[src/rtl/axil_arb_pkg.sv]
// Shared types for the two-port AXI-lite arbiter: FSM state encoding,
// requester port identifiers and the timeout counter width.
package axil_arb_pkg;

    typedef enum logic [1:0] {
        ST_IDLE  = 2'd0,
        ST_ISSUE = 2'd1,
        ST_WAIT  = 2'd2,
        ST_RESP  = 2'd3
    } state_t;

    typedef enum logic {
        PORT_M0 = 1'b0,
        PORT_M1 = 1'b1
    } port_t;

    // Wide enough for the largest legal TIMEOUT (65535).
    localparam int CNT_W = 16;

endpackage

[src/rtl/axil_arb_if.sv]
// Bundle of the two requester ports, the bridge-side port and busy.
// The slave modport is the arbiter's view; master is the environment's view.
interface axil_arb_if #(
    parameter int ADDR_W = 32,
    parameter int DATA_W = 32
);
    logic              m0_req_i, m1_req_i;
    logic              m0_we_i, m1_we_i;
    logic [ADDR_W-1:0] m0_addr_i, m1_addr_i;
    logic [DATA_W-1:0] m0_data_i, m1_data_i;
    logic [DATA_W-1:0] m0_data_o, m1_data_o;
    logic              m0_ack_o, m1_ack_o;
    logic              m0_err_o, m1_err_o;
    logic              s_req_o;
    logic              s_we_o;
    logic [ADDR_W-1:0] s_addr_o;
    logic [DATA_W-1:0] s_data_o;
    logic [DATA_W-1:0] s_data_i;
    logic              s_ack_i;
    logic              busy_o;

    modport slave (
        input  m0_req_i, m1_req_i, m0_we_i, m1_we_i,
        input  m0_addr_i, m1_addr_i, m0_data_i, m1_data_i,
        output m0_data_o, m1_data_o, m0_ack_o, m1_ack_o, m0_err_o, m1_err_o,
        output s_req_o, s_we_o, s_addr_o, s_data_o,
        input  s_data_i, s_ack_i,
        output busy_o
    );

    modport master (
        output m0_req_i, m1_req_i, m0_we_i, m1_we_i,
        output m0_addr_i, m1_addr_i, m0_data_i, m1_data_i,
        input  m0_data_o, m1_data_o, m0_ack_o, m1_ack_o, m0_err_o, m1_err_o,
        input  s_req_o, s_we_o, s_addr_o, s_data_o,
        output s_data_i, s_ack_i,
        input  busy_o
    );
endinterface

[src/rtl/axil_rr_pick2.sv]
// Two-way round-robin pick: a lone requester wins, a tie goes to the
// port that was not granted last.
module axil_rr_pick2
    import axil_arb_pkg::*;
(
    input  logic  req0,
    input  logic  req1,
    input  port_t last_grant,
    output port_t grant,
    output logic  valid
);
    always_comb begin
        valid = req0 | req1;
        grant = PORT_M0;
        if (req0 && req1) begin
            grant = (last_grant == PORT_M0) ? PORT_M1 : PORT_M0;
        end else if (req1) begin
            grant = PORT_M1;
        end
    end
endmodule

[src/rtl/axil_arb.sv]
// Two-requester arbiter in front of a single-outstanding AXI-lite bridge:
// IDLE -> ISSUE -> WAIT -> RESP, with a WAIT-state timeout that completes with err.
module axil_arb
    import axil_arb_pkg::*;
#(
    parameter int ADDR_W  = 32,
    parameter int DATA_W  = 32,
    parameter int TIMEOUT = 1023
) (
    input  logic      M_AXI_ACLK,
    input  logic      M_AXI_ARESETN,
    axil_arb_if.slave bus
);
    localparam logic [CNT_W-1:0] CNT_LAST = CNT_W'(TIMEOUT - 1);

    state_t            state;
    port_t             last_grant;
    port_t             grant;
    port_t             pick;
    logic              pick_vld;
    logic [CNT_W-1:0]  cnt;
    logic              s_req;
    logic              s_we;
    logic [ADDR_W-1:0] s_addr;
    logic [DATA_W-1:0] s_data;
    logic [1:0]        ack;
    logic [1:0]        err;
    logic [DATA_W-1:0] data0;
    logic [DATA_W-1:0] data1;
    logic              done;
    logic              rsp_err;
    logic [DATA_W-1:0] rsp_data;

    axil_rr_pick2 u_pick (
        .req0       (bus.m0_req_i),
        .req1       (bus.m1_req_i),
        .last_grant (last_grant),
        .grant      (pick),
        .valid      (pick_vld)
    );

    // An ack in the final WAIT cycle takes priority over the timeout.
    always_comb begin
        done     = 1'b0;
        rsp_err  = 1'b0;
        rsp_data = '0;
        if (state == ST_WAIT) begin
            if (bus.s_ack_i) begin
                done     = 1'b1;
                rsp_data = s_we ? '0 : bus.s_data_i;
            end else if (cnt == CNT_LAST) begin
                done    = 1'b1;
                rsp_err = 1'b1;
            end
        end
    end

    always_ff @(posedge M_AXI_ACLK or negedge M_AXI_ARESETN) begin
        if (!M_AXI_ARESETN) begin
            state      <= ST_IDLE;
            last_grant <= PORT_M1;
            grant      <= PORT_M0;
            cnt        <= '0;
            s_req      <= 1'b0;
            s_we       <= 1'b0;
            s_addr     <= '0;
            s_data     <= '0;
            ack        <= 2'b00;
            err        <= 2'b00;
            data0      <= '0;
            data1      <= '0;
        end else begin
            s_req <= 1'b0;
            ack   <= 2'b00;
            case (state)
                ST_IDLE: begin
                    // Fields are sampled only here, so a waiting requester may change them freely.
                    if (pick_vld) begin
                        grant  <= pick;
                        s_we   <= (pick == PORT_M1) ? bus.m1_we_i   : bus.m0_we_i;
                        s_addr <= (pick == PORT_M1) ? bus.m1_addr_i : bus.m0_addr_i;
                        s_data <= (pick == PORT_M1) ? bus.m1_data_i : bus.m0_data_i;
                        s_req  <= 1'b1;
                        state  <= ST_ISSUE;
                    end
                end
                ST_ISSUE: begin
                    cnt   <= '0;
                    state <= ST_WAIT;
                end
                ST_WAIT: begin
                    if (done) begin
                        state <= ST_RESP;
                        if (grant == PORT_M1) begin
                            ack[1] <= 1'b1;
                            err[1] <= rsp_err;
                            data1  <= rsp_data;
                        end else begin
                            ack[0] <= 1'b1;
                            err[0] <= rsp_err;
                            data0  <= rsp_data;
                        end
                    end else begin
                        cnt <= cnt + 1'b1;
                    end
                end
                ST_RESP: begin
                    last_grant <= grant;
                    state      <= ST_IDLE;
                end
                default: state <= ST_IDLE;
            endcase
        end
    end

    assign bus.s_req_o   = s_req;
    assign bus.s_we_o    = s_we;
    assign bus.s_addr_o  = s_addr;
    assign bus.s_data_o  = s_data;
    assign bus.m0_ack_o  = ack[0];
    assign bus.m1_ack_o  = ack[1];
    assign bus.m0_err_o  = err[0];
    assign bus.m1_err_o  = err[1];
    assign bus.m0_data_o = data0;
    assign bus.m1_data_o = data1;
    assign bus.busy_o    = (state != ST_IDLE);

endmodule

[src/flat_wrapper.sv]
// flat-port wrapper written by rule: the top's interface ports become plain ports
module axil_arb_flat import axil_arb_pkg::*;
#(
    parameter int ADDR_W  = 32,
    parameter int DATA_W  = 32,
    parameter int TIMEOUT = 1023
)
  (M_AXI_ACLK, M_AXI_ARESETN, bus_m0_req_i, bus_m1_req_i, bus_m0_we_i, bus_m1_we_i, bus_m0_addr_i, bus_m1_addr_i, bus_m0_data_i, bus_m1_data_i, bus_m0_data_o, bus_m1_data_o, bus_m0_ack_o, bus_m1_ack_o, bus_m0_err_o, bus_m1_err_o, bus_s_req_o, bus_s_we_o, bus_s_addr_o, bus_s_data_o, bus_s_data_i, bus_s_ack_i, bus_busy_o);
  axil_arb_if #(.ADDR_W(ADDR_W), .DATA_W(DATA_W)) bus_i ();
  input  logic M_AXI_ACLK;
  input  logic M_AXI_ARESETN;
  input wire logic [$bits(bus_i.m0_req_i)-1:0] bus_m0_req_i;
  input wire logic [$bits(bus_i.m1_req_i)-1:0] bus_m1_req_i;
  input wire logic [$bits(bus_i.m0_we_i)-1:0] bus_m0_we_i;
  input wire logic [$bits(bus_i.m1_we_i)-1:0] bus_m1_we_i;
  input wire logic [$bits(bus_i.m0_addr_i)-1:0] bus_m0_addr_i;
  input wire logic [$bits(bus_i.m1_addr_i)-1:0] bus_m1_addr_i;
  input wire logic [$bits(bus_i.m0_data_i)-1:0] bus_m0_data_i;
  input wire logic [$bits(bus_i.m1_data_i)-1:0] bus_m1_data_i;
  output wire logic [$bits(bus_i.m0_data_o)-1:0] bus_m0_data_o;
  output wire logic [$bits(bus_i.m1_data_o)-1:0] bus_m1_data_o;
  output wire logic [$bits(bus_i.m0_ack_o)-1:0] bus_m0_ack_o;
  output wire logic [$bits(bus_i.m1_ack_o)-1:0] bus_m1_ack_o;
  output wire logic [$bits(bus_i.m0_err_o)-1:0] bus_m0_err_o;
  output wire logic [$bits(bus_i.m1_err_o)-1:0] bus_m1_err_o;
  output wire logic [$bits(bus_i.s_req_o)-1:0] bus_s_req_o;
  output wire logic [$bits(bus_i.s_we_o)-1:0] bus_s_we_o;
  output wire logic [$bits(bus_i.s_addr_o)-1:0] bus_s_addr_o;
  output wire logic [$bits(bus_i.s_data_o)-1:0] bus_s_data_o;
  input wire logic [$bits(bus_i.s_data_i)-1:0] bus_s_data_i;
  input wire logic [$bits(bus_i.s_ack_i)-1:0] bus_s_ack_i;
  output wire logic [$bits(bus_i.busy_o)-1:0] bus_busy_o;
  assign bus_i.m0_req_i = bus_m0_req_i;
  assign bus_i.m1_req_i = bus_m1_req_i;
  assign bus_i.m0_we_i = bus_m0_we_i;
  assign bus_i.m1_we_i = bus_m1_we_i;
  assign bus_i.m0_addr_i = bus_m0_addr_i;
  assign bus_i.m1_addr_i = bus_m1_addr_i;
  assign bus_i.m0_data_i = bus_m0_data_i;
  assign bus_i.m1_data_i = bus_m1_data_i;
  assign bus_m0_data_o = bus_i.m0_data_o;
  assign bus_m1_data_o = bus_i.m1_data_o;
  assign bus_m0_ack_o = bus_i.m0_ack_o;
  assign bus_m1_ack_o = bus_i.m1_ack_o;
  assign bus_m0_err_o = bus_i.m0_err_o;
  assign bus_m1_err_o = bus_i.m1_err_o;
  assign bus_s_req_o = bus_i.s_req_o;
  assign bus_s_we_o = bus_i.s_we_o;
  assign bus_s_addr_o = bus_i.s_addr_o;
  assign bus_s_data_o = bus_i.s_data_o;
  assign bus_i.s_data_i = bus_s_data_i;
  assign bus_i.s_ack_i = bus_s_ack_i;
  assign bus_busy_o = bus_i.busy_o;
  axil_arb #(.ADDR_W(ADDR_W), .DATA_W(DATA_W), .TIMEOUT(TIMEOUT)) u_core (.M_AXI_ACLK(M_AXI_ACLK), .M_AXI_ARESETN(M_AXI_ARESETN), .bus(bus_i));
endmodule
[config.mk]
export PLATFORM = sky130hd
export DESIGN_NAME = axil_arb_flat
export DESIGN_NICKNAME = d
export VERILOG_FILES = /design/src/rtl/axil_arb_pkg.sv /design/src/rtl/axil_arb_if.sv /design/src/rtl/axil_rr_pick2.sv /design/src/rtl/axil_arb.sv /design/src/flat_wrapper.sv
export SDC_FILE = /design/constraint.sdc
export NUM_CORES = 1
export LEC_CHECK = 0
export ABC_AREA = 1
export CAP_MARGIN = 0
export CORE_MARGIN = 4
export CORE_UTILIZATION = 44
export CTS_CLUSTER_SIZE = 25
export DETAILED_ROUTE_END_ITERATION = 12
export HOLD_SLACK_MARGIN = 0.06
export PLACE_DENSITY = 0.82
export SYNTH_ARGS = -nofsm -noshare
export SYNTH_HDL_FRONTEND = slang
export SYNTH_SLANG_ARGS = --single-unit
[constraint.sdc]
create_clock -name M_AXI_ACLK -period 1.85 [get_ports M_AXI_ACLK]
set_clock_uncertainty 0.05 [all_clocks]
set_input_delay 0.185 -clock M_AXI_ACLK [delete_from_list [all_inputs] [get_ports M_AXI_ACLK]]
set_output_delay 0.185 -clock M_AXI_ACLK [all_outputs]
set_load 0.02 [all_outputs]
==> impl_metrics.yaml, run 1 <==
run_status:
  status: "complete, no violations"
sta:
  rsz0062_at_grt: "yes"
  timing.hold.ws_ps: 146.3
  min_period_ps: 1753
  fmax_ghz: 0.5704
  fin_setup_tns_ps: 0
  slew_viol_final: 0
  finalSetupViolCount: 0
  finalHoldViolCount: 0
  tightest_slew_ps: 426.0
  period_share: 0.9477
  slew_headroom: 0.7160
  timing.final.ws_setup_ps: 96.75
synthesis:
  yosys_register_bits: 154
  ys_seq_area_frac: 0.5169
  yosys.cell_types.count: 30
  netlist_instances: 938
  mappedNetlistArea_um2: 7458
  synthArstFlopShare: 1.000
  synthesis.nets: 1111
  synth_edf_count: 0
  synth_ff_type: "dfrtp_1"
  avgSynthCellArea_um2: 7.951
  yosysWarningCount: 0
finish:
  final_util: 0.6826
  fin_area_um2: 11320
  fillers: 1315
  final_cell_mix: "clkdlybuf4s50_1, nand2_1, dfrtp_1, o21ai_0, nor2_1"
  fin_cells: 1457
  antenna_cells: 0
  layout_commonest_cell: "clkdlybuf4s50_1"
  final_nets: 1397
  area_growth_pct: 51.77
  drive_gt1_frac: 0.06548
route:
  drc: 0
  drtIter0Drc: 559
  vias: 7494
  drtPass1Iterations: 6
  vias_per_cell: 5.143
  wl_per_cell_um: 16.54
  ant_nets: 0
  wirelength_mm: 24.10
grt:
  first_global_vias: 7398
  grt_pass1_wl_mm: 38.84
  grt_max_degree: 71
  gr-usage-met2: 0.4224
  grtUsageTotal: 0.2499
  grt.busiest_layer: "met2"
  antenna_found_initial: 0
  grt.met3_usage: 0.07735
  use_met1: 0.2973
  grt-ovfl-total: 0
critical_path:
  cp-endpoint: "bus_busy_o"
  cp-start-kind: "flip-flop"
  rrSetupSlack_ps: 100
  rr_worst_depth: 7
  crit_arrival_ps: 1520
  cp-startpoint: "u_core.state[0]$_DFFE_PN0P_"
  r2r-start: "u_core.state[0]$_DFFE_PN0P_"
  required_ps: 1620
  rr_endpoint: "u_core.bus.s_data_o[12]$_DFFE_PN0P_"
  crit_fanout: 4
  crit_type: "flip-flop to output pin"
  end_kind: "output pin"
placement:
  dpl.cell_count: 1423
  pre_cts_slack_ps: 45.81
  io_buffers: 301
  place_area_um2: 10710
  gp_congestion: 0.9199
  dp_hpwl_mm: 17.83
die:
  rows: 47
  io_pins: 302
  start_util: 0.4498
  core_um2: 16580
  fp.dieArea_um2: 19100
  die-height_um: 138.2
  die_w_um: 138.2
pwr:
  vdd_drop_max_v: 0.0009302
  seq_power_share: 0.317
  power.switching_mw: 7.168
  p_leak_nw: 5.300
  p_per_area_nw_per_um2: 1540
  p_total_mw: 17.43
  intPower_mw: 10.26
  combPwrFrac: 0.491
  pwr-share-clk: 0.192
  switching_share: 0.4113
clocking:
  cts_tree: "yes"
  clk_pin_slew_ps: 60
  cts.htree.levels: 4
  insertion_delay_ps: 420
  cts.sinks: 154
  clock_path_buffers: 2
  cts_root_buf: "clkbuf_16"
  cts_buffers: 17
flow_run:
  drv_cap: 0
worst_hold_path:
  hold_path.class: "input pin to asynchronous set/reset pin"
what timing repair did:
item / in CTS / in global routing
endpoints found under the hold margin: 153 / 0
gates resized for setup: 3 / 10
setup buffers: 0 / 1
cloned: 0 / 0
setup endpoints to repair: 1 / 43
hold buffers: 1 / 0
synthesized netlist by cell type, types with 2 or more instances:
cell type / instances / area share
buf_2: 20 / 0.013
dfrtp_1: 153 / 0.51
nor3_1: 3 / 0.0020
a21oi_1: 8 / 0.0054
nor2_1: 129 / 0.065
nand2_1: 267 / 0.13
inv_2: 4 / 0.0020
o21bai_1: 2 / 0.0020
nand4_1: 67 / 0.056
o21ai_1: 2 / 0.0013
nand3_4: 2 / 0.0047
nand3_1: 26 / 0.017
buf_8: 4 / 0.0081
ha_1: 6 / 0.010
o21ai_0: 133 / 0.089
buf_6: 6 / 0.0091
buf_4: 3 / 0.0030
nand2_2: 4 / 0.0034
nor2_2: 2 / 0.0017
clkbuf_1: 29 / 0.015
inv_1: 59 / 0.030
metal layers:
layer  vias to the layer above  share of wire
li1                       3622              -
met1                      3464           0.38
met3                        46          0.096
met5                         -              0
met2                       362           0.49
met4                         0          0.036
power by group through the flow:
stage	combinational [mW]	sequential (mW)	clock, mW
2_1_floorplan	2.80	6.99	0
5_1_grt	9.21	5.67	3.60
3_5_place_dp	8.53	5.55	0
6_report	8.56	5.52	3.35
4_1_cts	8.55	5.51	3.42
3_3_place_gp	8.35	5.52	0
state kept, by name, summed over array words and instances (netlist names), 2 cells and up:
name,cells
u_core.bus.m0_data_o,32
u_core.bus.m1_data_o,32
u_core.bus.s_addr_o,32
u_core.bus.s_data_o,32
u_core.cnt,16
u_core.ack,2
u_core.err,2
u_core.state,2
area by class of cell:
| type | instances | area [um2] | share of cell area |
|---|---|---|---|
| Clock buffer | 18 | 429.2 | 0.03791 |
| Timing Repair Buffer | 331 | 3395 | 0.2999 |
| Inverter | 64 | 240.2 | 0.02122 |
| Sequential cell | 154 | 3855 | 0.3406 |
| Tap cell | 220 | 275.3 | 0.02432 |
| Clock inverter | 14 | 135.1 | 0.01194 |
| Multi-Input combinational cell | 656 | 2990 | 0.2642 |
critical path, stage by stage, from the launching register on:
cell and delay [ps]:
dfrtp_1 390, inv_1 100, ha_2 210, inv_1 110
clkdlybuf4s15_2 290
worst min path at each step:
stage / end / slack [ps] / cells past startpoint
final: u_core.bus.m1_data_o[21]$_DFFE_PN0P_ / 150 / 2
after detailed placement: u_core.bus.m0_data_o[22]$_DFFE_PN0P_ / 10 / 1
after CTS: u_core.bus.m1_data_o[20]$_DFFE_PN0P_ / 130 / 2
after global placement: u_core.bus.m0_data_o[16]$_DFFE_PN0P_ / 10 / 1
after floorplan: u_core.ack[0]$_DFF_PN0_ / -160 / 0
after global routing: u_core.bus.m1_data_o[20]$_DFFE_PN0P_ / 160 / 2
kinds of logic after synthesis:
logic type / Yosys count / share of synthesized area
AOI/OAI and AO/OA: 147 / 0.1010
buffers and inverters: 128 / 0.08354
DFF: 154 / 0.5169
and+or+nand+nor: 501 / 0.2862
xor gates and xnor gates: 2 / 0.002349
adders and majority gates: 6 / 0.01007
Note: power is estimated with default switching activity, not from simulation.
==> inputs of run 2 (changes only) <==
- CTS_CLUSTER_SIZE: 25 -> default
==> results of run 2 <==
Same layout as run 1: the final DEF is identical, and so are final timing and power.
